--- src/rtl/ifetch_queue_if.sv ---
// Instruction-memory fetch bus between the fetch queue and imem.
// One outstanding word request, completed by a single-cycle ack.
interface ifetch_queue_if;
  logic        imem_req;
  logic [31:0] imem_addr;
  logic        imem_ack;
  logic [31:0] imem_rdata;

  modport master (
    output imem_req,
    output imem_addr,
    input  imem_ack,
    input  imem_rdata
  );

  modport slave (
    input  imem_req,
    input  imem_addr,
    output imem_ack,
    output imem_rdata
  );
endinterface

--- src/rtl/ifetch_queue.sv ---
// Prefetching instruction-fetch front end: issues imem requests and
// buffers {instruction, PC+4} pairs ahead of the IF/ID register.
module ifetch_queue #(
  parameter int          DEPTH    = 4,
  parameter logic [31:0] RESET_PC = 32'h0000_0000,
  localparam int         AW       = $clog2(DEPTH),
  localparam int         CW       = AW + 1
) (
  input  logic              clk,
  input  logic              reset,
  ifetch_queue_if.master    imem,
  input  logic              redirect,
  input  logic [31:0]       redirect_pc,
  input  logic              stall,
  output logic              if_valid,
  output logic [31:0]       if_ins,
  output logic [31:0]       if_pcadd4,
  output logic [CW-1:0]     queue_count
);

  typedef enum logic [1:0] {
    IDLE,
    REQ,
    DROP
  } state_e;

  state_e        state_q;
  logic          req_q;
  logic [31:0]   pc_q;
  logic [31:0]   addr_q;
  logic [AW-1:0] rd_q;
  logic [AW-1:0] wr_q;
  logic [CW-1:0] cnt_q;
  logic [31:0]   ins_q [DEPTH];
  logic [31:0]   pca_q [DEPTH];

  logic          ack;
  logic          pop;
  logic          push;
  logic          space;
  logic [CW-1:0] cnt_d;
  logic [31:0]   pc_inc;
  logic [31:0]   tgt;

  assign if_valid    = (cnt_q != '0);
  assign if_ins      = if_valid ? ins_q[rd_q] : '0;
  assign if_pcadd4   = if_valid ? pca_q[rd_q] : '0;
  assign queue_count = cnt_q;
  assign imem.imem_req  = req_q;
  assign imem.imem_addr = addr_q;

  always_comb begin
    ack    = imem.imem_ack && (state_q != IDLE);
    pop    = if_valid && !stall && !redirect;
    push   = (state_q == REQ) && ack && !redirect;
    cnt_d  = redirect ? '0 : cnt_q + CW'(push) - CW'(pop);
    space  = (cnt_d < CW'(DEPTH));
    pc_inc = pc_q + 32'd4;
    tgt    = redirect ? redirect_pc : pc_q;
  end

  always_ff @(posedge clk or negedge reset) begin
    if (!reset) begin
      state_q <= IDLE;
      req_q   <= 1'b0;
      pc_q    <= RESET_PC;
      addr_q  <= RESET_PC;
      rd_q    <= '0;
      wr_q    <= '0;
      cnt_q   <= '0;
      for (int i = 0; i < DEPTH; i++) begin
        ins_q[i] <= '0;
        pca_q[i] <= '0;
      end
    end else begin
      cnt_q <= cnt_d;
      if (redirect) begin
        rd_q <= '0;
        wr_q <= '0;
      end else begin
        if (push) begin
          ins_q[wr_q] <= imem.imem_rdata;
          pca_q[wr_q] <= pc_inc;
          wr_q        <= wr_q + 1'b1;
        end
        if (pop) rd_q <= rd_q + 1'b1;
      end
      unique case (state_q)
        IDLE: begin
          pc_q <= tgt;
          if (space) begin
            state_q <= REQ;
            req_q   <= 1'b1;
            addr_q  <= tgt;
          end
        end
        REQ: begin
          if (redirect) begin
            pc_q <= redirect_pc;
            if (ack) addr_q <= redirect_pc;
            else     state_q <= DROP;
          end else if (ack) begin
            pc_q   <= pc_inc;
            addr_q <= pc_inc;
            if (!space) begin
              state_q <= IDLE;
              req_q   <= 1'b0;
            end
          end
        end
        DROP: begin
          // Stale address stays on the bus until its ack is absorbed
          pc_q <= tgt;
          if (ack) begin
            addr_q <= tgt;
            if (space) begin
              state_q <= REQ;
            end else begin
              state_q <= IDLE;
              req_q   <= 1'b0;
            end
          end
        end
        default: begin
          state_q <= IDLE;
          req_q   <= 1'b0;
        end
      endcase
    end
  end

  a_no_overflow: assert property (
    @(posedge clk) disable iff (!reset)
    !(push && !pop && cnt_q == CW'(DEPTH))
  );

endmodule
--- src/flat_wrapper.sv ---
// flat-port wrapper written by rule: the top's interface ports become plain ports
module ifetch_queue_flat 
#(
  parameter int          DEPTH    = 4,
  parameter logic [31:0] RESET_PC = 32'h0000_0000,
  localparam int         AW       = $clog2(DEPTH),
  localparam int         CW       = AW + 1
)
  (clk, reset, redirect, redirect_pc, stall, if_valid, if_ins, if_pcadd4, queue_count, imem_imem_req, imem_imem_addr, imem_imem_ack, imem_imem_rdata);
  ifetch_queue_if imem_i ();
  input  logic clk;
  input  logic reset;
  input  logic redirect;
  input  logic [31:0] redirect_pc;
  input  logic stall;
  output logic if_valid;
  output logic [31:0] if_ins;
  output logic [31:0] if_pcadd4;
  output logic [CW-1:0] queue_count;
  output wire logic [$bits(imem_i.imem_req)-1:0] imem_imem_req;
  output wire logic [$bits(imem_i.imem_addr)-1:0] imem_imem_addr;
  input wire logic [$bits(imem_i.imem_ack)-1:0] imem_imem_ack;
  input wire logic [$bits(imem_i.imem_rdata)-1:0] imem_imem_rdata;
  assign imem_imem_req = imem_i.imem_req;
  assign imem_imem_addr = imem_i.imem_addr;
  assign imem_i.imem_ack = imem_imem_ack;
  assign imem_i.imem_rdata = imem_imem_rdata;
  ifetch_queue #(.DEPTH(DEPTH), .RESET_PC(RESET_PC)) u_core (.clk(clk), .reset(reset), .imem(imem_i), .redirect(redirect), .redirect_pc(redirect_pc), .stall(stall), .if_valid(if_valid), .if_ins(if_ins), .if_pcadd4(if_pcadd4), .queue_count(queue_count));
endmodule
--- config.mk ---
export PLATFORM = sky130hd
export DESIGN_NAME = ifetch_queue_flat
export DESIGN_NICKNAME = d
export VERILOG_FILES = /design/src/rtl/ifetch_queue_if.sv /design/src/rtl/ifetch_queue.sv /design/src/flat_wrapper.sv
export SDC_FILE = /design/constraint.sdc
export NUM_CORES = 1
export LEC_CHECK = 0
export BUFFER_PORTS_ARGS = -buffer_cell sky130_fd_sc_hd__buf_2
export CAP_MARGIN = 10
export CORE_ASPECT_RATIO = 1.25
export CORE_MARGIN = 5
export CORE_UTILIZATION = 40
export DETAILED_ROUTE_END_ITERATION = 10
export GPL_TIMING_DRIVEN = 0
export SKIP_LAST_GASP = 1
export SYNTH_ARGS = -nofsm -noshare
export SYNTH_HDL_FRONTEND = slang
export SYNTH_SLANG_ARGS = --single-unit
--- constraint.sdc ---
create_clock -name clk -period 4.1 [get_ports clk]
set_input_delay 0.615 -clock clk [delete_from_list [all_inputs] [get_ports clk]]
set_output_delay 0.615 -clock clk [all_outputs]
set_load 0.05 [all_outputs]
==> results of run 1 <==
[area by class of cell]
| cell class | instances | area share (%) |
|---|---|---|
| Sequential cell | 330 | 42.9 |
| Multi-Input combinational cell | 993 | 39.4 |
| Clock buffer | 53 | 5.70 |
| Timing Repair Buffer | 170 | 4.71 |
| Tap cell | 552 | 3.59 |
| Buffer | 116 | 2.70 |
| Clock inverter | 13 | 0.683 |
| Inverter | 18 | 0.351 |
[cells by family (layout without fill, tap and decap cells)]
kind of cell               count (synthesis)  count (layout)  synth area share, %
xor gates and xnor gates                  49              49                 2.71
AOI/OAI and AO/OA                        274             274                 9.75
muxes                                    220             220                 19.4
and+or+nand+nor                          437             437                 13.2
adders and majority gates                 13              13                 1.04
buffers and inverters                    135             370                 3.57
DFF                                      330             330                 50.3
[where the power goes]
part | total [W] | switching [W] | internal (W)
registers | 0.00471 | 0.000524 | 0.00418
clock network | 0.00336 | 0.00136 | 0.00199
logic | 0.00678 | 0.00450 | 0.00228
total | 0.0148 | 0.00639 | 0.00845
[flip-flops by register name (all words and copies together), names as in the netlist]
signal / cells
u_core.imem.imem_addr: 32
u_core.imem.imem_req: 1
u_core.ins_q: 128
u_core.pc_q: 32
u_core.pca_q: 128
u_core.queue_count: 3
u_core.rd_q: 2
u_core.state_q: 2
u_core.wr_q: 2
[repair_timing]
action | 4_1_cts | 5_1_grt
endpoints found under the hold margin | 0 | 0
setup buffers | 0 | 0
endpoints found under the setup margin | 35 | 20
resized for setup | 2 | 3
[cells in the mapped netlist (all sizes together), types with 4 or more instances]
cell	n	share of area, %
mux4	64	8.8
a31oi	4	0.15
buf	49	1.6
a21oi	32	0.98
ha	12	0.91
a22oi	8	0.37
a311oi	5	0.27
or3	4	0.15
o211ai	12	0.55
and4	4	0.21
and2	72	2.7
mux2i	14	0.85
xor2	13	0.69
nand2	194	4.4
o22ai	15	0.57
clkbuf	68	1.6
a211oi	8	0.37
nor2b	5	0.19
o21ai	160	4.9
inv	17	0.39
dfrtp	330	50
nand3	30	1.1
a221o	8	0.49
mux2	142	9.7
xnor2	35	1.9
nand4	17	0.78
nor3	21	0.71
or4	5	0.23
nor2	48	1.1
and3	9	0.34
nor4	19	0.91
nand2b	5	0.19
[through the flow]
stage,power [W],setup WS (ns),cells,instance area (sq um),hold WS (ns)
finish,0.0148,0.137,2245,19200,0.101
global route,0.0157,0.0241,2245,19200,0.161
CTS,0.0149,0.0221,2245,19200,0.132
detailed placement,0.0115,-1.39,2180,18000,0.467
global placement,0.0114,-3.90,2178,17900,0.456
floorplan,0.00957,0.241,1458,16400,0.319
[worst max-delay path, cell delays in order]
cell      delay (ns)
clkbuf_1        0.35
clkbuf_2        0.34
clkbuf_4        0.41
nor3_1          0.15
ha_1            0.29
inv_1           0.05
ha_1            0.13
inv_1           0.05
fa_1            0.36
xor3_1          0.24
and2_1          0.13
clkbuf_1        0.29
o22a_1          0.26
buf_2           0.35
a21oi_1         0.17
a21o_1          0.18
[metal layers]
layer | track usage (%) | vias up
li1 | - | 5638
met1 | 28.6 | 6343
met2 | 36.9 | 412
met3 | 2.95 | 76
met4 | 6.03 | 0
met5 | 0 | -
[final timing paths]
| check | start | end | slack [ns] | cells after the start |
|---|---|---|---|---|
| hold / removal | reset | u_core.ins_q[74]$_DFFE_PN0P_ | 0.10 | 1 |
| max in group asynchronous | reset | u_core.pca_q[85]$_DFFE_PN0P_ | 2.39 | 3 |
| hold reg to reg | u_core.imem.imem_addr[5]$_DFFE_PN0P_ | u_core.imem.imem_addr[5]$_DFFE_PN0P_ | 0.48 | 2 |
| setup / recovery | redirect | u_core.imem.imem_addr[14]$_DFFE_PN0P_ | 0.14 | 16 |
| setup reg to reg | u_core.state_q[0]$_DFFE_PN0P_ | u_core.imem.imem_addr[14]$_DFFE_PN0P_ | 0.37 | 14 |
| min in group clk | redirect_pc[1] | u_core.pc_q[1]$_DFFE_PN0P_ | 0.30 | 3 |
[cells in the final DEF, fill, tap and decap left out, types with 9 or more instances in the layout]
cell and count:
dfrtp_1 330, buf_2 203, nand2_1 194, o21ai_0 159, mux2_2 142, and2_1 72, clkbuf_1 67, mux4_2 64
nor2_1 47, clkbuf_16 37, xnor2_1 35, a21oi_1 32, nand3_1 28, nor3_1 20, inv_1 17, nand4_1 15
o22ai_1 15, nor4_1 14, mux2i_1 14, xor2_1 13, o211ai_1 12, ha_1 12, clkbuf_8 11, and3_1 9
==> results.cfg, run 1 <==
[run_status]
status = complete, no violations

[cells_and_area]
final_nets = 1748
seqCellArea_sq_mm = 0.00826
area_growth_pct = 17.2
fin_util_pct = 47.1
fillCellCount = 3846
multi_input_area_sq_mm = 0.00757
antenna_cells = 0
layout-drive-gt1-share_pct = 29.3

[sta]
tns_ns = 0
tightest_slew_ns = 1.04
hold_viol_final = 0
rsz0062_at_grt = no
finalCritPeriodShare_pct = 96.7
finClkSkew_ns = 0.0102
maxSlewHeadroom_pct = 30.4
fin_crit_ns = 3.96
fmax_mhz = 252
slew_viol_final = 0
setup_viol = 0

[route]
met3_length_um = 2480
route.met2.wl_um = 24600
wl_per_cell_um = 21.7
wl_met1_um = 20300
postRouteWirelength_um = 48600
route.vias.total = 12500
drc = 0
highest_layer = met4
drt_pre_antenna_iters = 5
ant_nets = 0
avgViaCountPerCell = 5.55
drt-initial-drc-count = 862

[clock_network]
cts.sinks = 330
clockBufferDepth = 3
cts_max_level = 2
cts_tree = yes
clock_latency_ns = 0.52
cts_hold_buf = 0
clkSlewWorstSetupHoldPaths_ns = 0.06
cts_buffers = 37
cts-root-buf = clkbuf_16

[grt]
antenna_found_initial = 0
grt_max_degree = 120
overflow = 0
grt_pass1_wl_um = 75800
grt_usage_pct = 21.5
grt_pass1_vias = 12700

[floorplanning]
io_pins = 170
rows = 83
die_h_um = 236
die-width_um = 191
core_sq_mm = 0.0408
die-area_sq_mm = 0.0452
initial_utilization_pct = 40.2

[yosys]
synth_nets = 1540
synth_edf_count = 0
synth_cells = 1458
yosys_warnings = 0
syn_area_per_cell_sq_um = 11.3
async_flop_share_pct = 100
syn_area_sq_mm = 0.0164
ys_types = 60
yosys_register_bits = 330
ys.flop_type = dfrtp_1
synth_seq_area_share_pct = 50.3

[place]
placement.io_buffers = 168
gp_congestion = 0.934
dp_hpwl_um = 35100

[power_and_ir_drop]
power_leakage_nw = 8.69
peakVddDrop_mv = 0.617
power_density_mw_per_mm2 = 771

[run]
max_cap_violations = 0

[worst_setup_path]
crit_required_ns = 4.52
start_kind = primary input
cp_max_fo = 19
critPathArrivalTime_ns = 4.38
path_class = primary input to flop
cp-end-kind = flop

[worst_hold_path]
hp-class = primary input to async pin
Note: power is estimated with default switching activity, not from simulation.
==> run 2, diff against run 1 <==
==> constraint.sdc (replaced) <==
create_clock -name clk -period 4.1 [get_ports clk]
set_input_delay 0.205 -clock clk [delete_from_list [all_inputs] [get_ports clk]]
set_output_delay 0.205 -clock clk [all_outputs]
set_load 0.05 [all_outputs]
==> results.cfg, run 2 (synthesis results as in run 1) <==
[clock_network]
cts_buffers = 37
cts.sinks = 330
clock_latency_ns = 0.52
cts_max_level = 2
clkSlewWorstSetupHoldPaths_ns = 0.06
cts_setup_buffers = 0
clockBufferDepth = 3
cts-root-buf = clkbuf_16
cts_tree = yes

[grt]
antenna_found_initial = 0
use_met2_pct = 37.2
use_met1_pct = 28.7
top_usage_layer = met2
use_met3_pct = 3.02
grt_max_degree = 120
grt_usage_pct = 21.6
grt_pass1_wl_um = 76400
grt_pass1_vias = 13000
overflow = 0

[worst_hold_path]
hold_end = u_core.pc_q[31]$_DFFE_PN0P_
min_from = redirect_pc[31]
hp-class = primary input to flop
whs_path_depth = 3

[sta]
hold_viol_final = 0
fmax_mhz = 254
tightest_slew_ns = 1.00
rsz0062_at_grt = no
maxSlewHeadroom_pct = 32.9
setup_viol = 0
hold_ws_ns = 0.0230
fin_crit_ns = 3.94
slew_viol_final = 0
finalCritPeriodShare_pct = 96.1
finClkSkew_ns = 0.00944

[power_and_ir_drop]
peakVddDrop_mv = 0.625
combPwrFrac_pct = 45.8
p_int_w = 0.00849
power_density_mw_per_mm2 = 751
p_seq_share_pct = 31.7
p_clk_share_pct = 22.5
p_switching_w = 0.00639
swShare_pct = 42.9
power_leakage_nw = 8.92

[run_status]
status = complete, no violations

[route]
postRouteWirelength_um = 49100
drt_pre_antenna_iters = 5
wl_per_cell_um = 21.3
route.vias.total = 12600
drc = 0
ant_nets = 0
drt-initial-drc-count = 777
avgViaCountPerCell = 5.49

[floorplanning]
die-area_sq_mm = 0.0452
initial_utilization_pct = 40.2
die_h_um = 236
rows = 83
io_pins = 170
core_sq_mm = 0.0408
die-width_um = 191

[worst_setup_path]
cp_max_fo = 19
crit_required_ns = 4.51
r2r-start = u_core.state_q[0]$_DFFE_PN0P_
critPathArrivalTime_ns = 4.35
r2r_setup_slack_ns = 0.40
reg2regPathDepth = 14
cp-end-kind = flop
start_kind = primary input
r2r-end = u_core.imem.imem_addr[14]$_DFFE_PN0P_
path_class = primary input to flop

[cells_and_area]
reg_top3 = u_core.ins_q (128), u_core.pca_q (128)
design_area_sq_mm = 0.0198
layout-drive-gt1-share_pct = 28.3
area_growth_pct = 20.7
layout_common_cells = dfrtp_1 (330), buf_2 (203), nand2_1 (194), o21ai_0 (159), mux2_2 (142)
antenna_cells = 0
mostFrequentLayoutCell = dfrtp_1
final_nets = 1806

[run]
max_cap_violations = 0

[place]
placement.io_buffers = 168
placed_cell_area_sq_mm = 0.0180
gp_congestion = 0.934
dp_hpwl_um = 35100
## run 2: cell types whose count changed in the layout (fill, tap and decap cells not counted)
cell	before	now
dlygate4sd3_1	0	58
clkbuf_1	67	68
clkbuf_4	1	0
## run 2: timing repair
item / in CTS / in global routing
gates resized for setup: 1 / 1
hold buffers: 58 / 0
endpoints found under the setup margin: 32 / 1
hold endpoints to repair: 254 / 0
## run 2: worst max path at each step
stage / startpoint / endpoint / slack (ns) / cells after the start
5_1_grt: redirect / u_core.imem.imem_addr[11]$_DFFE_PN0P_ / 0.08 / 16
2_1_floorplan: redirect / u_core.imem.imem_addr[14]$_DFFE_PN0P_ / 0.65 / 17
6_report: redirect / u_core.imem.imem_addr[14]$_DFFE_PN0P_ / 0.16 / 16
4_1_cts: u_core.state_q[0]$_DFFE_PN0P_ / u_core.imem.imem_addr[25]$_DFFE_PN0P_ / 0.26 / 13
3_5_place_dp: redirect / u_core.imem.imem_addr[12]$_DFFE_PN0P_ / -0.98 / 17
3_3_place_gp: reset / u_core.imem.imem_addr[21]$_DFFE_PN0P_ / -3.49 / 1
## run 2: critical path, stage by stage
cell and delay (ns):
clkbuf_1 0.36, clkbuf_1 0.48, clkbuf_2 0.60, nor3_1 0.18, ha_1 0.30, inv_1 0.05, ha_1 0.13, inv_1 0.05
fa_1 0.36, xor3_1 0.24, and2_1 0.13, clkbuf_1 0.29, o22a_1 0.26, buf_2 0.35, a21oi_1 0.17, a21o_1 0.18
## run 2: per-layer routing
| layer | part of all wire [%] | up-vias | routed length (um) |
|---|---|---|---|
| met5 | 0 | - | 0 |
| met4 | 2.9 | 0 | 1410 |
| met3 | 5.1 | 83 | 2530 |
| met2 | 50 | 393 | 24800 |
| met1 | 42 | 6416 | 20400 |
| li1 | - | 5752 | - |
## run 2: final cells by class
class | count | area, sq um
clock inverters | 13 | 131
plain buffers | 116 | 515
flip-flops and latches | 330 | 8260
repair buffers | 228 | 1490
clock buffers | 53 | 1100
fillers | 3801 | 21000
inverters | 18 | 67.6
well taps | 552 | 691
multi-input cells | 993 | 7570
## run 2: stage by stage
stage / utilization, % / instances / total power, W / worst slack, ns / setup TNS (ns)
floorplan: - / 1458 / 0.00957 / 0.651 / 0
global placement: 44.0 / 2178 / 0.0114 / -3.49 / -1166.91
detailed placement: 44.1 / 2180 / 0.0115 / -0.976 / -28.03
CTS: 48.5 / 2303 / 0.0150 / 0.262 / 0
global route: 48.6 / 2303 / 0.0157 / 0.0814 / 0
finish: 48.6 / 2303 / 0.0149 / 0.160 / 0
## run 2: power groups by stage
stage                     sequential (W)  combinational (W)  clock [W]
after floorplan                  0.00519            0.00437          0
after global placement           0.00471            0.00670          0
after detailed placement         0.00476            0.00679          0
after CTS                        0.00470            0.00686    0.00342
after global routing             0.00481            0.00733    0.00357
final                            0.00471            0.00681    0.00335
